`config.mk`:
```
export PLATFORM = sky130hd
export DESIGN_NAME = digpot_stepper
export DESIGN_NICKNAME = d
export VERILOG_FILES = /design/src/rtl/digpot_pkg.sv /design/src/rtl/digpot_tick_edge.sv /design/src/rtl/digpot_stepper.sv
export SDC_FILE = /design/constraint.sdc
export NUM_CORES = 1
export LEC_CHECK = 0
export BUFFER_PORTS_ARGS = -buffer_cell sky130_fd_sc_hd__buf_2
export CAP_MARGIN = 20
export CORE_UTILIZATION = 40
export DETAILED_ROUTE_END_ITERATION = 12
export GPL_ROUTABILITY_DRIVEN = 0
export GPL_TIMING_DRIVEN = 0
export PLACE_DENSITY_LB_ADDON = 0.08
export SLEW_MARGIN = 10
export SYNTH_ARGS = -nofsm -noshare
export SYNTH_HDL_FRONTEND = slang
export SYNTH_HIERARCHICAL = 1
export SYNTH_SLANG_ARGS = --single-unit
```
`constraint.sdc`:
```
create_clock -name clk -period 2.3 [get_ports clk]
set_input_delay 0.115 -clock clk [delete_from_list [all_inputs] [get_ports clk]]
set_output_delay 0.115 -clock clk [all_outputs]
set_load 0.01 [all_outputs]
```
`src/rtl/digpot_pkg.sv`:
```
// Shared types and defaults for the X9C-series digital potentiometer stepper.
package digpot_pkg;

    localparam int MAX_POS_DEF    = 99;
    localparam int POS_W_DEF      = 7;
    localparam int HOME_STEPS_DEF = 100;

    typedef enum logic [2:0] {
        ST_IDLE       = 3'd0,
        ST_SETUP      = 3'd1,
        ST_PULSE_LO   = 3'd2,
        ST_PULSE_HI   = 3'd3,
        ST_DESEL      = 3'd4,
        ST_HOME_SETUP = 3'd5
    } state_e;

    // Pin levels with the device deselected and the wiper untouched
    localparam logic PIN_CS_N_IDLE  = 1'b1;
    localparam logic PIN_INC_N_IDLE = 1'b1;
    localparam logic PIN_UD_RESET   = 1'b0;

endpackage

```
`src/rtl/digpot_tick_edge.sv`:
```
// Turns the divider output level into a one-clk tick on every edge of tick_in.
module digpot_tick_edge (
    input  logic clk,
    input  logic tick_in,
    output logic tick
);

    logic tick_in_q;

    // Left unreset so it tracks tick_in while rst is held and no false tick appears on release
    always_ff @(posedge clk) begin
        tick_in_q <= tick_in;
    end

    assign tick = tick_in ^ tick_in_q;

endmodule

```
`src/rtl/digpot_stepper.sv`:
```
// Steps an X9C up/down pot toward a requested wiper position, homing it after reset.
// Build option DIGPOT_NVSTORE_EN: deselect with inc_n high so the device stores the wiper.
module digpot_stepper
    import digpot_pkg::*;
#(
    parameter int MAX_POS    = MAX_POS_DEF,
    parameter int POS_W      = POS_W_DEF,
    parameter int HOME_STEPS = HOME_STEPS_DEF
) (
    input  logic             clk,
    input  logic             rst,
    input  logic             tick_in,
    input  logic             tgt_valid,
    input  logic [POS_W-1:0] tgt_pos,
    output logic             tgt_ready,
    output logic [POS_W-1:0] cur_pos,
    output logic             busy,
    output logic             homed,
    output logic             done_pulse,
    output logic             cs_n,
    output logic             inc_n,
    output logic             ud
);

    localparam int CNT_W = $clog2(HOME_STEPS + 1);
    localparam logic [POS_W-1:0] MAX_POS_V = POS_W'(MAX_POS);

    logic tick;

    digpot_tick_edge u_tick_edge (
        .clk    (clk),
        .tick_in(tick_in),
        .tick   (tick)
    );

    state_e             state_q, state_d;
    logic               cs_n_q, cs_n_d;
    logic               inc_n_q, inc_n_d;
    logic               ud_q, ud_d;
    logic               done_q, done_d;
    logic               homed_q, homed_d;
    logic               homing_q, homing_d;
    logic [POS_W-1:0]   cur_q, cur_d;
    logic [CNT_W-1:0]   rem_q, rem_d;

    logic [POS_W-1:0]   tgt_clamp;
    logic               accept;

    assign tgt_clamp = (tgt_pos > MAX_POS_V) ? MAX_POS_V : tgt_pos;
    assign tgt_ready = (state_q == ST_IDLE) && homed_q;
    assign accept    = tgt_valid && tgt_ready;

    always_ff @(posedge clk or posedge rst) begin
        if (rst) begin
            state_q  <= ST_HOME_SETUP;
            cs_n_q   <= PIN_CS_N_IDLE;
            inc_n_q  <= PIN_INC_N_IDLE;
            ud_q     <= PIN_UD_RESET;
            done_q   <= 1'b0;
            homed_q  <= 1'b0;
            homing_q <= 1'b1;
            cur_q    <= '0;
            rem_q    <= CNT_W'(HOME_STEPS);
        end else begin
            state_q  <= state_d;
            cs_n_q   <= cs_n_d;
            inc_n_q  <= inc_n_d;
            ud_q     <= ud_d;
            done_q   <= done_d;
            homed_q  <= homed_d;
            homing_q <= homing_d;
            cur_q    <= cur_d;
            rem_q    <= rem_d;
        end
    end

    always_comb begin
        state_d  = state_q;
        cs_n_d   = cs_n_q;
        inc_n_d  = inc_n_q;
        ud_d     = ud_q;
        done_d   = 1'b0;
        homed_d  = homed_q;
        homing_d = homing_q;
        cur_d    = cur_q;
        rem_d    = rem_q;

        case (state_q)
            ST_IDLE: begin
                cs_n_d  = PIN_CS_N_IDLE;
                inc_n_d = PIN_INC_N_IDLE;
                if (accept) begin
                    if (tgt_clamp == cur_q) begin
                        done_d = 1'b1;
                    end else if (tgt_clamp > cur_q) begin
                        ud_d    = 1'b1;
                        rem_d   = CNT_W'(tgt_clamp - cur_q);
                        state_d = ST_SETUP;
                    end else begin
                        ud_d    = 1'b0;
                        rem_d   = CNT_W'(cur_q - tgt_clamp);
                        state_d = ST_SETUP;
                    end
                end
            end

            ST_HOME_SETUP: begin
                // Drive the wiper down far enough to hit the bottom stop from any position
                if (tick) begin
                    ud_d     = 1'b0;
                    rem_d    = CNT_W'(HOME_STEPS);
                    homing_d = 1'b1;
                    cs_n_d   = 1'b0;
                    state_d  = ST_PULSE_LO;
                end
            end

            ST_SETUP: begin
                if (tick) begin
                    cs_n_d  = 1'b0;
                    state_d = ST_PULSE_LO;
                end
            end

            ST_PULSE_LO: begin
                if (tick) begin
                    inc_n_d = 1'b0;
                    rem_d   = rem_q - CNT_W'(1);
                    if (ud_q) begin
                        if (cur_q < MAX_POS_V) cur_d = cur_q + 1'b1;
                    end else begin
                        if (cur_q != '0) cur_d = cur_q - 1'b1;
                    end
                    state_d = ST_PULSE_HI;
                end
            end

            ST_PULSE_HI: begin
                if (tick) begin
                    inc_n_d = 1'b1;
                    state_d = (rem_q == '0) ? ST_DESEL : ST_PULSE_LO;
                end
            end

            ST_DESEL: begin
                if (tick) begin
`ifdef DIGPOT_NVSTORE_EN
                    cs_n_d  = 1'b1;
                    state_d = ST_IDLE;
                    done_d  = 1'b1;
                    if (homing_q) begin
                        homed_d  = 1'b1;
                        homing_d = 1'b0;
                    end
`else
                    // inc_n must already be low when cs_n rises, otherwise the device stores
                    if (inc_n_q) begin
                        inc_n_d = 1'b0;
                    end else begin
                        cs_n_d  = 1'b1;
                        state_d = ST_IDLE;
                        done_d  = 1'b1;
                        if (homing_q) begin
                            homed_d  = 1'b1;
                            homing_d = 1'b0;
                        end
                    end
`endif
                end
            end

            default: begin
                state_d = ST_HOME_SETUP;
            end
        endcase
    end

    assign cur_pos    = cur_q;
    assign busy       = (state_q != ST_IDLE);
    assign homed      = homed_q;
    assign done_pulse = done_q;
    assign cs_n       = cs_n_q;
    assign inc_n      = inc_n_q;
    assign ud         = ud_q;

endmodule

```
==> results of run 1 <==
[what timing repair did]
| action | CTS | global route |
|---|---|---|
| cloned | 0 | 0 |
| setup endpoints to repair | 7 | 15 |
| hold buffers | 1 | 0 |
| buffers inserted | 4 | 5 |
| endpoints found under the hold margin | 1 | 0 |
| gates resized for setup | 8 | 17 |
| pin swaps | 1 | 3 |
[kinds of logic after synthesis]
| kind of cell | share of synthesized area, % |
|---|---|
| buf+inv | 7.19 |
| compound gates | 21.0 |
| flops | 29.0 |
| xor+xnor | 5.46 |
| simple gates | 18.9 |
| fa+ha+maj | 15.5 |
| mux | 2.88 |
[cell usage in the layout (no fill, tap or decap), types with 2 or more instances in the layout]
cell type  count
or2_4          2
xnor2_1        7
inv_2          2
dfrtp_2        6
or3_1          2
dfrtp_1        9
nor2_1         9
nand2_1       26
buf_2         27
fa_1           2
nor2b_1        4
nand4_1        4
ha_1          20
nand3_1        4
clkbuf_8       3
dfstp_2        8
o21ai_0       21
buf_4         10
inv_1         23
clkbuf_1       5
a21boi_0       2
nand2b_1       4
mux2i_1        6
a21o_1         4
o21a_1         3
a21oi_1       16
nor3_1        13
xor2_1         6
a21oi_2        2
[layout make-up]
type / count / area [um2]
repair buffers: 34 / 198
multi-input cells: 189 / 1390
plain buffers: 10 / 53.8
flip-flops and latches: 24 / 613
clock buffers: 4 / 45.0
well taps: 67 / 83.8
fillers: 518 / 2400
inverters: 26 / 100
[flip-flops by register name, indices dropped and copies added (netlist names)]
signal                 cells
state_q                    3
inc_n                      1
rem_q                      7
ud                         1
cur_pos                    7
homing_q                   1
homed                      1
cs_n                       1
u_tick_edge/tick_in_q      1
done_pulse                 1
[worst max path at each step]
stage / to / slack (ps) / cells after the start
floorplan: rem_q[6] / 40 / 8
global placement: rem_q[6] / -300 / 11
detailed placement: rem_q[6] / -300 / 11
CTS: rem_q[6] / 10 / 10
global route: rem_q[6] / -40 / 9
finish: rem_q[6] / 60 / 9
[worst register-to-register path: stages (launching register included)]
cell and delay, ps:
dfrtp_2 450, inv_4 70, ha_1 290, buf_4 160, nand4_1 150, o22ai_1 140, a31oi_4 190, mux2i_1 250
xnor2_1 120, a221o_1 360
[through the flow]
| stage | TNS, ps | setup WS (ps) | total power [uW] | hold WS, ps | instances |
|---|---|---|---|---|---|
| 2_1_floorplan | 0 | 41.7 | 2390 | 111 | 249 |
| 3_3_place_gp | -1060 | -297 | 2860 | 244 | 340 |
| 3_5_place_dp | -1150 | -303 | 2870 | 249 | 340 |
| 4_1_cts | 0 | 10.2 | 3250 | 64.4 | 349 |
| 5_1_grt | -106 | -44.6 | 3690 | 114 | 354 |
| 6_report | 0 | 55.1 | 3350 | 26.2 | 354 |
[layer usage]
metal | up-vias | GRT usage (%) | share of wire, %
met5 | - | 0 | 0
met1 | 839 | 29.3 | 54
met4 | 0 | 4.40 | 0.52
met3 | 2 | 2.85 | 1.8
li1 | 955 | - | -
met2 | 18 | 30.6 | 43
[where the power goes]
part | switching, uW | internal, uW | total (uW)
clock network | 141 | 124 | 265
logic | 1260 | 1020 | 2270
registers | 167 | 640 | 807
total | 1570 | 1780 | 3350
==> results.cfg, run 1 <==
[setup_path]
endpoint_kind = register
crit_path_top_delay_cell = dfrtp_2
crit_fanout = 8
cpPeakStageDelay_ps = 450
r2r_start = cur_pos[5]
ff2ff_path_depth = 9
path_class = register to register
path_cells = inv_4 > ha_1 > buf_4 > nand4_1 > o22ai_1 > a31oi_4 > mux2i_1 > xnor2_1 > a221o_1
start_kind = register
cp.arrival_ps = 2450
cpLargestDelayFamily = compound AO/OA/AOI/OAI gates
critical_path_buf_inv_count = 2
crit_required_ps = 2500
crit_start = cur_pos[5]
timing.rr.end = rem_q[6]
reg2reg_slack_ps = 60

[grt]
grt_pass1_wl_um = 8190
grt_pass1_vias = 1692
overflow = 0
grt_max_degree = 24
gr-usage-all-layers_pct = 19.8
grt_antenna_before_repair = 0

[min_path]
min_path_type = input pin to asynchronous set/reset pin

[die]
start_util_pct = 42.8
fp.dieArea_mm2 = 0.00551
die_h_um = 74.2
rows = 25
core-area_mm2 = 0.00488
ios = 25
dieWidth_um = 74.2

[clocking]
cts-root-buf = clkbuf_8
numClockSinks = 24
clockBufferDepth = 2
cts.clk_slew.worst_paths_ps = 90
clkLatencyLatePin_ps = 270
htreeDepth = 1
numCtsBuffers = 3
tritoncts = done

[final_layout]
design_area_mm2 = 0.00248
fin_util_pct = 50.8
diodes = 0
layout.nets = 323
area_growth_syn_to_layout_pct = 18.8
drive_above_1_share_pct = 26.1

[drt]
wl_um = 4800
vias_per_cell = 5.12
first_pass_iters = 4
dr_total_vias = 1814
drc = 0
antenna_left = 0
drt_iter0_markers = 81
detail_route.wl_per_cell_um = 13.6

[power]
cellPowerDensity_mw_per_mm2 = 1350
p_leak_uw = 0.00111
ir_drop_mv = 0.639

[timing]
slew_headroom_pct = 39.9
skew_ps = 2.02
slew_violations = 0
finalHoldViolations = 0
period_share_pct = 97.6
rsz0062_at_grt = yes
tightest_slew_ps = 900
setup_viol = 0
timing.fmax_mhz = 445
fin_crit_ps = 2240

[outcome]
status = finished, final reports clean

[yosys]
yosysTopAreaCell = dfrtp_1
syn_area_mm2 = 0.00209
synth.ff_latch_count = 24
async_flop_share_pct = 95.8
avgSynthCellArea_um2 = 8.38
synthTopCellsByArea = dfrtp_1 (18%), ha_1 (13%), dfstp_2 (10%)
synth_edf_count = 0
syn-num-nets = 284
synth_ff_type = dfrtp_1
ys_warn_count = 6
synth_top_area_share_pct = 18.0
synthTopCellsByCount = inv_1 (26), nand2_1 (26), ha_1 (21), o21ai_0 (21), a21oi_1 (18)
synth_cell_types = 54
synthCells = 249
yosysSeqAreaShare_pct = 29.0

[placement]
port-buffer-count = 24
postPlaceCellArea_mm2 = 0.00229
hpwlAfterDp_um = 3700

[run]
max_cap_violations = 0
(Power assumes the default switching activity.)
==> inputs of run 2 (changes only) <==
CORE_UTILIZATION = 53   (was 40)
==> run 2 against run 1 <==
Effect of this change: via count grew 1.8%; clock skew is 2.6 ps higher; sequential share of layout area increased by 0.063 points; non-clock buffer count decreased by 1; largest cell class unchanged; largest power group unchanged; highest routed layer unchanged.
==> results.cfg, run 2 (synthesis results as in run 1) <==
[outcome]
status = finished, final reports clean

[drt]
drc = 0
first_pass_iters = 5
drt_iter0_markers = 126
vias_per_cell = 5.53
detail_route.wl_per_cell_um = 14.4
wl_um = 4810
antenna_left = 0
dr_total_vias = 1847

[final_layout]
layout.nets = 322
design_area_mm2 = 0.00247
drive_above_1_share_pct = 27.6
area_growth_syn_to_layout_pct = 18.5
layout_commonest_cell = buf_2
layout_common_cells = buf_2 (27), nand2_1 (25), inv_1 (23)
diodes = 0
final_cells = 334

[timing]
fin_crit_ps = 2270
fin_ws_ps = 32.7
finalHoldViolations = 0
tightest_slew_ps = 900
skew_ps = 4.61
setup_viol = 0
slew_headroom_pct = 39.9
period_share_pct = 98.6
rsz0062_at_grt = yes
slew_violations = 0
timing.fmax_mhz = 441

[die]
fp.dieArea_mm2 = 0.00419
start_util_pct = 56.2
die_h_um = 64.8
rows = 22
dieWidth_um = 64.8
ios = 25
core-area_mm2 = 0.00372

[grt]
overflow = 0
grt_antenna_before_repair = 0
grt_pass1_vias = 1768
grt_max_degree = 24
gr-usage-all-layers_pct = 25.1
grt_pass1_wl_um = 8140

[clocking]
tritoncts = done
clockBufferDepth = 2
numCtsBuffers = 3
cts-root-buf = clkbuf_8
cts.clk_slew.worst_paths_ps = 90
htreeDepth = 1
numClockSinks = 24
clkLatencyLatePin_ps = 270

[power]
cellPowerDensity_mw_per_mm2 = 1380
p_total_uw = 3410
p_leak_uw = 0.00111
ir_drop_mv = 0.780

[setup_path]
ff2ff_path_depth = 9
endpoint_kind = register
timing.rr.end = rem_q[6]
crit_start = cur_pos[5]
start_kind = register
crit_required_ps = 2500
reg2reg_slack_ps = 30
crit_fanout = 8
r2r_start = cur_pos[5]
path_class = register to register
cp.arrival_ps = 2470

[run]
max_cap_violations = 0

[placement]
port-buffer-count = 24
postPlaceCellArea_mm2 = 0.00227
dp_slack_ps = -253
hpwlAfterDp_um = 3660
place_inst = 321

[min_path]
min_path_type = input pin to asynchronous set/reset pin
-- run 2: layout make-up --
cell class | count | area, um2
Buffer | 10 | 53.8
Tap cell | 48 | 60.1
Clock buffer | 4 | 55.1
Fill cell | 342 | 1240
Sequential cell | 24 | 613
Multi-Input combinational cell | 189 | 1400
Timing Repair Buffer | 33 | 190
Inverter | 26 | 100
-- run 2: worst max-delay path by stage --
| stage | depth (start not counted) | slack (ps) | endpoint |
|---|---|---|---|
| floorplan | 8 | 40 | rem_q[6] |
| global placement | 11 | -270 | rem_q[6] |
| detailed placement | 11 | -250 | rem_q[6] |
| CTS | 10 | 1 | rem_q[6] |
| global route | 9 | -60 | rem_q[6] |
| finish | 9 | 30 | rem_q[6] |
-- run 2: report_power, final --
| part | internal (uW) | leakage, uW | switching (uW) |
|---|---|---|---|
| combinational | 1030 | 0.000812 | 1270 |
| clock | 153 | 0.0000288 | 148 |
| sequential | 640 | 0.000274 | 168 |
-- run 2: stage by stage --
step | hold slack [ps] | setup TNS (ps) | utilization [%]
floorplan | 111 | 0 | -
global placement | 243 | -614 | 61.0
detailed placement | 252 | -658 | 61.0
CTS | 67.2 | 0 | 63.9
global route | 97.7 | -55.4 | 66.5
finish | 23.2 | 0 | 66.5
-- run 2: what timing repair did --
| action | 4_1_cts | 5_1_grt |
|---|---|---|
| gates resized for setup | 6 | 23 |
| buffers inserted | 4 | 4 |
| setup endpoints to repair | 7 | 8 |
| hold buffers | 1 | 0 |
| pin swaps | 0 | 4 |
| hold endpoints to repair | 1 | 0 |
-- run 2: per-layer routing --
layer	track usage (%)	vias to the layer above	wire length [um]
li1	-	944	-
met1	31.6	864	2200
met2	43.5	33	2400
met3	3.87	6	152
met4	8.06	0	55
met5	0	-	0
-- run 2: critical path, cell delays in order, from the launching register on --
cell     delay [ps]
dfrtp_2         440
inv_4            70
ha_1            290
buf_4           160
nand4_1         180
o22ai_2         140
a31oi_4         190
mux2i_1         240
xnor2_1         130
a221o_1         360
==> inputs of run 3 (changes only) <==
CORE_ASPECT_RATIO = 1.1   (was not set)
==> run 3 against run 2 <==
Effect of this change: first-iteration DRC count fell by 7.1%; global-route usage rose by 0.25 points; cell area rose by 4.8%; non-clock buffer count rose by 7; highest routed layer unchanged; flip-flop and latch count did not move.
==> results.cfg, run 3 (synthesis results as in run 1) <==
[drt]
drt_iter0_markers = 117
first_pass_iters = 5
antenna_left = 0
detail_route.wl_per_cell_um = 14.6
vias_per_cell = 5.61
dr_total_vias = 1924
drc = 0
wl_um = 5000

[setup_path]
cp.arrival_ps = 2390
timing.rr.end = rem_q[3]
reg2reg_slack_ps = 70
ff2ff_path_depth = 10
cpLargestDelayFamily = compound AO/OA/AOI/OAI gates
r2r_start = cur_pos[3]
crit_path_top_delay_cell = dfrtp_2
cpPeakStageDelay_ps = 400
crit_fanout = 7
endpoint_kind = register
start_kind = register
path_class = register to register
path_cells = inv_1 > ha_1 > buf_6 > a21o_1 > a21oi_4 > a31oi_4 > buf_4 > mux2i_1 > xor2_1 > o21ai_0
crit_required_ps = 2460
critical_path_buf_inv_count = 3

[grt]
grt_antenna_before_repair = 0
gr-usage-all-layers_pct = 25.3
overflow = 0
grt_max_degree = 24
grt_pass1_vias = 1802
grt_pass1_wl_um = 7780

[die]
start_util_pct = 56.2
dieWidth_um = 61.8
die_h_um = 67.8
rows = 23
core-area_mm2 = 0.00371
ios = 25
fp.dieArea_mm2 = 0.00419

[timing]
fin_ws_ps = 67.7
tightest_slew_ps = 868
skew_ps = 5.81
period_share_pct = 97.1
finalHoldViolations = 0
timing.fmax_mhz = 448
slew_violations = 0
hold-worst-slack_ps = 5.53
setup_viol = 0
slew_headroom_pct = 42.0
fin_crit_ps = 2230

[clocking]
numCtsBuffers = 3
clkLatencyLatePin_ps = 280
numClockSinks = 24
cts.clk_slew.worst_paths_ps = 90
tritoncts = done
clockBufferDepth = 2
cts-root-buf = clkbuf_8
htreeDepth = 1

[outcome]
status = finished, final reports clean

[run]
max_cap_violations = 0

[power]
p_leak_uw = 0.00116
ir_drop_mv = 0.992
cellPowerDensity_mw_per_mm2 = 1420
p_total_uw = 3670

[final_layout]
fin_util_pct = 69.8
diodes = 0
area_growth_syn_to_layout_pct = 24.1
layout_common_cells = buf_2 (26), nand2_1 (26), inv_1 (22)
layout.nets = 329
design_area_mm2 = 0.00259
drive_above_1_share_pct = 30.4

[placement]
postPlaceCellArea_mm2 = 0.00227
dp_slack_ps = -271
port-buffer-count = 24
hpwlAfterDp_um = 3510

[min_path]
min_path_type = input pin to asynchronous set/reset pin
-- run 3: cell count changes in the layout (fill, tap and decap cells not counted), sizes merged --
cell and change:
bufinv +1, inv -1, buf +7, clkbuf -1, clkinvlp +1
-- run 3: worst max path at each step --
stage,from,endpoint,slack (ps),depth (start not counted)
after floorplan,cur_pos[1],rem_q[6],40,8
after global placement,tgt_pos[5],rem_q[6],-260,11
after detailed placement,tgt_pos[5],rem_q[6],-270,13
after CTS,cur_pos[1],rem_q[6],3,8
after global routing,cur_pos[0],rem_q[6],-6,9
final,cur_pos[3],rem_q[3],70,10
-- run 3: worst reg2reg max path: cells and delay by family, from the launching register on --
kind / cells / cell delay [ps]
buffers and inverters: 3 / 390
xor gates and xnor gates: 1 / 190
muxes: 1 / 210
DFF: 1 / 400
AOI/OAI and AO/OA: 4 / 640
adders and majority gates: 1 / 300
-- run 3: per-stage QoR --
stage | setup TNS (ps) | cells
after floorplan | 0 | 249
after CTS | 0 | 332
final | 0 | 343
after detailed placement | -850 | 323
after global placement | -782 | 323
after global routing | -5.68 | 343
-- run 3: repair_timing --
item | 4_1_cts | 5_1_grt
hold buffers | 1 | 0
setup buffers | 4 | 11
setup endpoints to repair | 8 | 10
gates resized for setup | 8 | 28
pin swaps | 1 | 7
hold endpoints to repair | 1 | 0
-- run 3: layer usage --
layer	track usage (%)	vias to the layer above	share of wire (%)
li1	-	966	-
met1	28.0	905	42
met2	47.6	46	54
met3	2.46	7	2.6
met4	11.7	0	1.6
met5	0	-	0
-- run 3: cell type report --
type | count | area [um2]
Clock inverter | 1 | 30.0
Sequential cell | 24 | 612
Inverter | 26 | 101
Timing Repair Buffer | 40 | 243
Multi-Input combinational cell | 189 | 1440
Clock buffer | 3 | 41.3
Tap cell | 50 | 62.6
Fill cell | 308 | 1120
Buffer | 10 | 60.1
-- run 3: report_power, final --
group | switching, uW | total, uW | internal [uW]
logic | 1350 | 2480 | 1140
registers | 162 | 801 | 639
clock network | 148 | 381 | 233
total | 1660 | 3670 | 2010
